<file path="src/rtl/mips_pkg.sv">
// Shared encodings for the MIPS-subset front end: opcodes, functs, ALU codes
// and the decoded control bundle passed from instr_decoder to decode_stage.
package mips_pkg;

    localparam logic [5:0] OP_RTYPE = 6'h00;
    localparam logic [5:0] OP_ADDI  = 6'h08;
    localparam logic [5:0] OP_XORI  = 6'h0E;
    localparam logic [5:0] OP_LW    = 6'h23;
    localparam logic [5:0] OP_SW    = 6'h2B;
    localparam logic [5:0] OP_BEQ   = 6'h04;
    localparam logic [5:0] OP_BNE   = 6'h05;
    localparam logic [5:0] OP_J     = 6'h02;
    localparam logic [5:0] OP_JAL   = 6'h03;

    localparam logic [5:0] FN_ADD = 6'h20;
    localparam logic [5:0] FN_SUB = 6'h22;
    localparam logic [5:0] FN_SLT = 6'h2A;
    localparam logic [5:0] FN_JR  = 6'h08;

    localparam int         ALU_CODE_W = 3;
    localparam logic [2:0] ALU_ADD = 3'd0;
    localparam logic [2:0] ALU_SUB = 3'd1;
    localparam logic [2:0] ALU_XOR = 3'd2;
    localparam logic [2:0] ALU_SLT = 3'd3;

    localparam logic [4:0] REG_RA = 5'd31;

    typedef enum logic [1:0] {WR_RD, WR_RT, WR_RA} wr_sel_t;

    typedef enum logic {ST_RUN, ST_SQ} state_t;

    typedef struct packed {
        logic                  jump;
        logic                  jump_reg;
        logic                  branch;
        logic                  inv_zero;
        logic                  reg_write;
        logic                  mem_write;
        logic                  mem_to_reg;
        logic                  alu_src;
        logic [ALU_CODE_W-1:0] alu_op;
        wr_sel_t               wr_sel;
    } ctrl_t;

endpackage

</file>
<file path="src/rtl/instr_decoder.sv">
// Purely combinational opcode/funct decode into a control bundle; anything
// outside the supported subset raises illegal_o with an all-zero bundle.
module instr_decoder
    import mips_pkg::*;
(
    input  logic [31:0] instr_i,
    output ctrl_t       ctrl_o,
    output logic        illegal_o
);

    logic [5:0] op;
    logic [5:0] funct;

    assign op    = instr_i[31:26];
    assign funct = instr_i[5:0];

    always_comb begin
        ctrl_o        = '0;
        ctrl_o.wr_sel = WR_RD;
        illegal_o     = 1'b0;
        case (op)
            OP_RTYPE: begin
                case (funct)
                    FN_ADD: begin ctrl_o.reg_write = 1'b1; ctrl_o.alu_op = ALU_ADD; end
                    FN_SUB: begin ctrl_o.reg_write = 1'b1; ctrl_o.alu_op = ALU_SUB; end
                    FN_SLT: begin ctrl_o.reg_write = 1'b1; ctrl_o.alu_op = ALU_SLT; end
                    FN_JR:  ctrl_o.jump_reg = 1'b1;
                    default: illegal_o = 1'b1;
                endcase
            end
            OP_ADDI, OP_XORI: begin
                ctrl_o.reg_write = 1'b1;
                ctrl_o.alu_src   = 1'b1;
                ctrl_o.wr_sel    = WR_RT;
                ctrl_o.alu_op    = (op == OP_XORI) ? ALU_XOR : ALU_ADD;
            end
            OP_LW: begin
                ctrl_o.reg_write  = 1'b1;
                ctrl_o.alu_src    = 1'b1;
                ctrl_o.mem_to_reg = 1'b1;
                ctrl_o.wr_sel     = WR_RT;
            end
            OP_SW: begin
                ctrl_o.mem_write = 1'b1;
                ctrl_o.alu_src   = 1'b1;
            end
            // Branch compare is rs - rt; Zero from the ALU resolves it.
            OP_BEQ, OP_BNE: begin
                ctrl_o.branch   = 1'b1;
                ctrl_o.inv_zero = (op == OP_BNE);
                ctrl_o.alu_op   = ALU_SUB;
            end
            OP_J: ctrl_o.jump = 1'b1;
            OP_JAL: begin
                ctrl_o.jump      = 1'b1;
                ctrl_o.reg_write = 1'b1;
                ctrl_o.wr_sel    = WR_RA;
            end
            default: illegal_o = 1'b1;
        endcase
    end

endmodule

</file>
<file path="src/rtl/decode_stage.sv">
// ID stage: aligns the registered memory word with its PC, drops wrong-path
// words behind a taken redirect, and registers the decoded ID/EX slot.
module decode_stage
    import mips_pkg::*;
#(
    parameter int SQUASH_DEPTH = 2,
    parameter int ALUOP_W      = 3
) (
    input  logic               clk,
    input  logic               reset,
    input  logic [31:0]        Instruction,
    input  logic [29:0]        PCin,
    input  logic               Zero,
    output logic               Valid,
    output logic               Jump,
    output logic               JumpReg,
    output logic               Branch,
    output logic               InvZero,
    output logic [25:0]        TargetInstr,
    output logic [15:0]        imm16,
    output logic               RegWrite,
    output logic               MemWrite,
    output logic               MemToReg,
    output logic               ALUSrc,
    output logic [ALUOP_W-1:0] ALUOp,
    output logic [4:0]         Rs,
    output logic [4:0]         Rt,
    output logic [4:0]         WriteReg,
    output logic [31:0]        LinkAddr,
    output logic               Illegal
);

    localparam int CNT_W = (SQUASH_DEPTH > 1) ? $clog2(SQUASH_DEPTH + 1) : 1;

    ctrl_t  dec_ctrl;
    logic   dec_illegal;

    state_t            state_q, state_d;
    logic [CNT_W-1:0]  sqcnt_q, sqcnt_d;
    logic              fvalid_q;
    logic [29:0]       pc_q;
    logic              issue;
    logic              keep;
    logic              taken;
    logic [4:0]        wreg_d;

    logic               valid_q, jump_q, jump_reg_q, branch_q, inv_zero_q;
    logic               reg_write_q, mem_write_q, mem_to_reg_q, alu_src_q;
    logic               illegal_q;
    logic [ALUOP_W-1:0] alu_op_q;
    logic [25:0]        target_q;
    logic [15:0]        imm_q;
    logic [4:0]         rs_q, rt_q, wreg_q;
    logic [31:0]        link_q;

    instr_decoder u_dec (
        .instr_i   (Instruction),
        .ctrl_o    (dec_ctrl),
        .illegal_o (dec_illegal)
    );

    assign taken = valid_q & (jump_q | jump_reg_q | (branch_q & (Zero ^ inv_zero_q)));
    assign keep  = issue & ~dec_illegal;

    always_comb begin
        state_d = state_q;
        sqcnt_d = sqcnt_q;
        issue   = 1'b0;
        case (state_q)
            ST_RUN: begin
                if (!fvalid_q) begin
                    issue = 1'b0;
                end else if (taken) begin
                    // The word behind the redirect is dropped now; the rest in SQ.
                    if (SQUASH_DEPTH > 1) begin
                        state_d = ST_SQ;
                        sqcnt_d = CNT_W'(SQUASH_DEPTH - 1);
                    end
                end else begin
                    issue = 1'b1;
                end
            end
            ST_SQ: begin
                sqcnt_d = sqcnt_q - 1'b1;
                if (sqcnt_q == CNT_W'(1)) begin
                    state_d = ST_RUN;
                end
            end
            default: state_d = ST_RUN;
        endcase
    end

    always_comb begin
        wreg_d = Instruction[15:11];
        case (dec_ctrl.wr_sel)
            WR_RT:   wreg_d = Instruction[20:16];
            WR_RA:   wreg_d = REG_RA;
            default: wreg_d = Instruction[15:11];
        endcase
    end

    always_ff @(posedge clk) begin
        if (reset) begin
            state_q      <= ST_RUN;
            sqcnt_q      <= '0;
            fvalid_q     <= 1'b0;
            pc_q         <= '0;
            valid_q      <= 1'b0;
            jump_q       <= 1'b0;
            jump_reg_q   <= 1'b0;
            branch_q     <= 1'b0;
            inv_zero_q   <= 1'b0;
            reg_write_q  <= 1'b0;
            mem_write_q  <= 1'b0;
            mem_to_reg_q <= 1'b0;
            alu_src_q    <= 1'b0;
            alu_op_q     <= '0;
            illegal_q    <= 1'b0;
            target_q     <= '0;
            imm_q        <= '0;
            rs_q         <= '0;
            rt_q         <= '0;
            wreg_q       <= '0;
            link_q       <= '0;
        end else begin
            state_q      <= state_d;
            sqcnt_q      <= sqcnt_d;
            fvalid_q     <= 1'b1;
            pc_q         <= PCin;
            valid_q      <= keep;
            jump_q       <= keep & dec_ctrl.jump;
            jump_reg_q   <= keep & dec_ctrl.jump_reg;
            branch_q     <= keep & dec_ctrl.branch;
            inv_zero_q   <= keep & dec_ctrl.inv_zero;
            reg_write_q  <= keep & dec_ctrl.reg_write;
            mem_write_q  <= keep & dec_ctrl.mem_write;
            mem_to_reg_q <= keep & dec_ctrl.mem_to_reg;
            alu_src_q    <= keep & dec_ctrl.alu_src;
            alu_op_q     <= keep ? ALUOP_W'(dec_ctrl.alu_op) : '0;
            illegal_q    <= issue & dec_illegal;
            // Field outputs are don't-care in a bubble, so they load unconditionally.
            target_q     <= Instruction[25:0];
            imm_q        <= Instruction[15:0];
            rs_q         <= Instruction[25:21];
            rt_q         <= Instruction[20:16];
            wreg_q       <= wreg_d;
            link_q       <= {pc_q + 30'd1, 2'b00};
        end
    end

    assign Valid       = valid_q;
    assign Jump        = jump_q;
    assign JumpReg     = jump_reg_q;
    assign Branch      = branch_q;
    assign InvZero     = inv_zero_q;
    assign RegWrite    = reg_write_q;
    assign MemWrite    = mem_write_q;
    assign MemToReg    = mem_to_reg_q;
    assign ALUSrc      = alu_src_q;
    assign ALUOp       = alu_op_q;
    assign Illegal     = illegal_q;
    assign TargetInstr = target_q;
    assign imm16       = imm_q;
    assign Rs          = rs_q;
    assign Rt          = rt_q;
    assign WriteReg    = wreg_q;
    assign LinkAddr    = link_q;

endmodule

</file>
<file path="config.mk">
export PLATFORM = sky130hd
export DESIGN_NAME = decode_stage
export DESIGN_NICKNAME = d
export VERILOG_FILES = /design/src/rtl/mips_pkg.sv /design/src/rtl/instr_decoder.sv /design/src/rtl/decode_stage.sv
export SDC_FILE = /design/constraint.sdc
export NUM_CORES = 1
export LEC_CHECK = 0
export CORE_UTILIZATION = 40
export CTS_BUF_LIST = sky130_fd_sc_hd__clkbuf_8
export DETAILED_ROUTE_END_ITERATION = 8
export GPL_TIMING_DRIVEN = 0
export PLACE_DENSITY_LB_ADDON = 0.1
export SYNTH_ARGS = -nofsm -noshare
export SYNTH_HDL_FRONTEND = slang
export SYNTH_HIERARCHICAL = 1
export SYNTH_SLANG_ARGS = --single-unit
</file>
<file path="constraint.sdc">
create_clock -name clk -period 1.9 [get_ports clk]
set_input_delay 0.19 -clock clk [delete_from_list [all_inputs] [get_ports clk]]
set_output_delay 0.19 -clock clk [all_outputs]
set_load 0.05 [all_outputs]
</file>
==> results.cfg, run 1 <==
[grt]
grtUsageTotal = 0.183
grt_max_degree = 19
grt_pass1_wl_um = 15000
grt_pass1_vias = 3190
antenna_found_initial = 0
globalRouteOverflowTotal = 0

[placement]
place_hpwl_um = 7440
post-place-ws_ns = -0.645
numPortBuffers = 162
gp_congestion = 0.772
place_inst = 716

[cells_and_area]
final_common_cell = clkdlybuf4s50_1
final_cells = 734
antenna-diode-count = 0
nets = 666
drive_gt1_frac = 0.143
area_growth_pct = 50.7
post-route-util = 0.629
fill_cells = 830
final_cell_mix = 158 x clkdlybuf4s50_1, 100 x dfxtp_1, 64 x nor2b_1

[clock_network]
cts_buffers = 9
clock-root-buffer = clkbuf_8
htreeDepth = 3
clkLatencyLatePin_ns = 0.36
cts_buffer_depth = 2
clkTransAtPathRegs_ns = 0.10
cts_tree = done
cts_sinks = 108

[logic_synthesis]
yosysSeqAreaShare = 0.525
synth-seq-cells = 108
syn_inst = 420
avgSynthCellArea_um2 = 9.81
ys_types = 45
synth-edff-count = 0
syn_area_um2 = 4120
async_flop_share = 0
yosysWarnings = 6
synthFlopType = dfxtp_1

[critical_path]
start_kind = flip-flop
critical_path.max_fanout = 10
end_kind = flip-flop
cp.arrival_ns = 2.10
cp_data_required_time_ns = 2.19
path_class = reg -> reg
reg2reg_depth = 6

[pwr]
ir_drop_uv = 417
finalPower_uw = 4610
p_leak_uw = 0.00240
pwr_density_cell_nw_per_um2 = 743

[status]
outcome = finished, final reports clean

[sta]
finClkSkew_ns = 0.0109
max_slew_margin = 0.593
hold_viol = 0
fin_crit_ns = 1.81
finalSetupViolCount = 0
tightestPinTransition_ns = 0.604
period_share = 0.954
rsz0062_at_grt = no
max_freq_mhz = 552
finalMaxSlewViolations = 0
layout_setup_ws_ns = 0.0875
fin_hold_ws_ns = 0.217

[routing]
drtIter0Drc = 100
antenna_left = 0
drc = 0
viasPerCell = 4.73
dr.pass1.iters = 4
vias = 3474
drt-total-wl_um = 9820
wire_per_inst_um = 13.4

[die]
num_io_pins = 167
die_area_um2 = 10700
start_util = 0.418
die_h_um = 103
die_w_um = 103
coreArea_um2 = 9860
rows = 36

[min_path]
hold_depth = 3
hold_class = in -> reg

[run]
max-cap-violations = 0
layout make-up:
class,instances,area (um^2),area share
clock buffers,9,124,0.0200
clock inverters,6,48.8,0.00786
well taps,133,166,0.0268
plain buffers,46,317,0.0510
multi-input cells,256,1700,0.274
flip-flops and latches,108,2180,0.351
repair buffers,165,1630,0.263
inverters,11,41.3,0.00665
cell families (layout without fill, tap and decap cells):
| logic type | after synthesis | in the layout | synth area share |
|---|---|---|---|
| multiplexers | 4 | 4 | 0.0115 |
| other | 2 | 3 | 0.00182 |
| AND/OR/NAND/NOR | 183 | 183 | 0.262 |
| adder cells (fa/ha/maj) | 4 | 4 | 0.0121 |
| buffers and inverters | 57 | 237 | 0.0829 |
| AO/OA/AOI/OAI | 49 | 49 | 0.0774 |
| XOR/XNOR | 13 | 13 | 0.0276 |
| flip-flops | 108 | 108 | 0.525 |
per-stage QoR:
stage	cell area (um^2)	TNS, ns
2_1_floorplan	4120	0
3_3_place_gp	5910	-16.17
3_5_place_dp	5910	-16.52
4_1_cts	6150	0
5_1_grt	6210	0
6_report	6210	0
final timing paths:
kind                                     startpoint                 endpoint  slack (ns)
worst max register to register   pc_q[1]$_SDFF_PP0_  LinkAddr[30]$_SDFF_PP0_        0.09
worst min register to register  pc_q[29]$_SDFF_PP0_  LinkAddr[31]$_SDFF_PP0_        0.48
worst min-delay path                Instruction[27]        Branch$_SDFF_PP0_        0.22
worst max-delay path             pc_q[1]$_SDFF_PP0_  LinkAddr[30]$_SDFF_PP0_        0.09
state kept, by name, summed over array words and instances (netlist names), 2 cells and up:
name         count
sqcnt_q          2
pc_q            30
WriteReg         5
TargetInstr     26
ALUOp            3
LinkAddr        30
Yosys cell counts (2+ instances only):
cell type,n,area [um^2]
nand2b_1,3,18.8
nand4_1,13,81.3
buf_6,2,22.5
mux2_2,2,22.5
nor4_1,2,12.5
nand2_1,14,52.6
and3_1,8,50.1
o31ai_1,10,75.1
xnor2_1,4,35.0
dfxtp_1,108,2160
buf_4,30,225
and2_1,13,81.3
xor2_1,9,78.8
and4_1,3,26.3
inv_1,11,41.3
nand3_1,13,65.1
ha_1,4,50.1
clkbuf_1,10,37.5
a211oi_1,4,30.0
nor2b_1,64,400
or4_1,11,82.6
nor3_1,9,45.0
nor2_1,19,71.3
buf_1,4,15.0
conb_1,2,7.51
o21ai_0,5,25.0
nand3b_1,2,15.0
a31o_2,2,17.5
a21oi_1,20,100
or3_1,4,25.0
worst max-delay path, cell delays in order (launching register included):
cell	delay [ns]
dfxtp_1	0.40
ha_4	0.18
and3_4	0.20
nand3_2	0.12
clkbuf_8	0.20
or4_1	0.47
a21oi_1	0.17
layer usage:
| metal | vias to the layer above | global-route usage | part of all wire |
|---|---|---|---|
| li1 | 1745 | - | - |
| met1 | 1622 | 0.205 | 0.41 |
| met2 | 96 | 0.331 | 0.51 |
| met3 | 11 | 0.0551 | 0.071 |
| met4 | 0 | 0.0628 | 0.012 |
| met5 | - | 0 | 0 |
power breakdown:
group	total (uW)	switching, uW	internal, uW
registers	2440	71.2	2360
clock network	1270	787	484
logic	903	518	385
total	4610	1380	3230
repair_timing:
action,CTS,global route
gates resized for setup,19,20
setup endpoints to repair,27,35
pin swaps,3,0
hold buffers,0,0
buffers inserted,3,0
gates cloned,0,0
Note: power is estimated with default switching activity, not from simulation.
==> inputs of run 2 (changes only) <==
--- a/config.mk
+++ b/config.mk
@@ -5,6 +5,7 @@
 export SDC_FILE = /design/constraint.sdc
 export NUM_CORES = 1
 export LEC_CHECK = 0
+export CAP_MARGIN = 10
 export CORE_UTILIZATION = 40
 export CTS_BUF_LIST = sky130_fd_sc_hd__clkbuf_8
 export DETAILED_ROUTE_END_ITERATION = 8
==> results of run 2 <==
No change in the layout: final DEF, timing and power equal those of run 1.
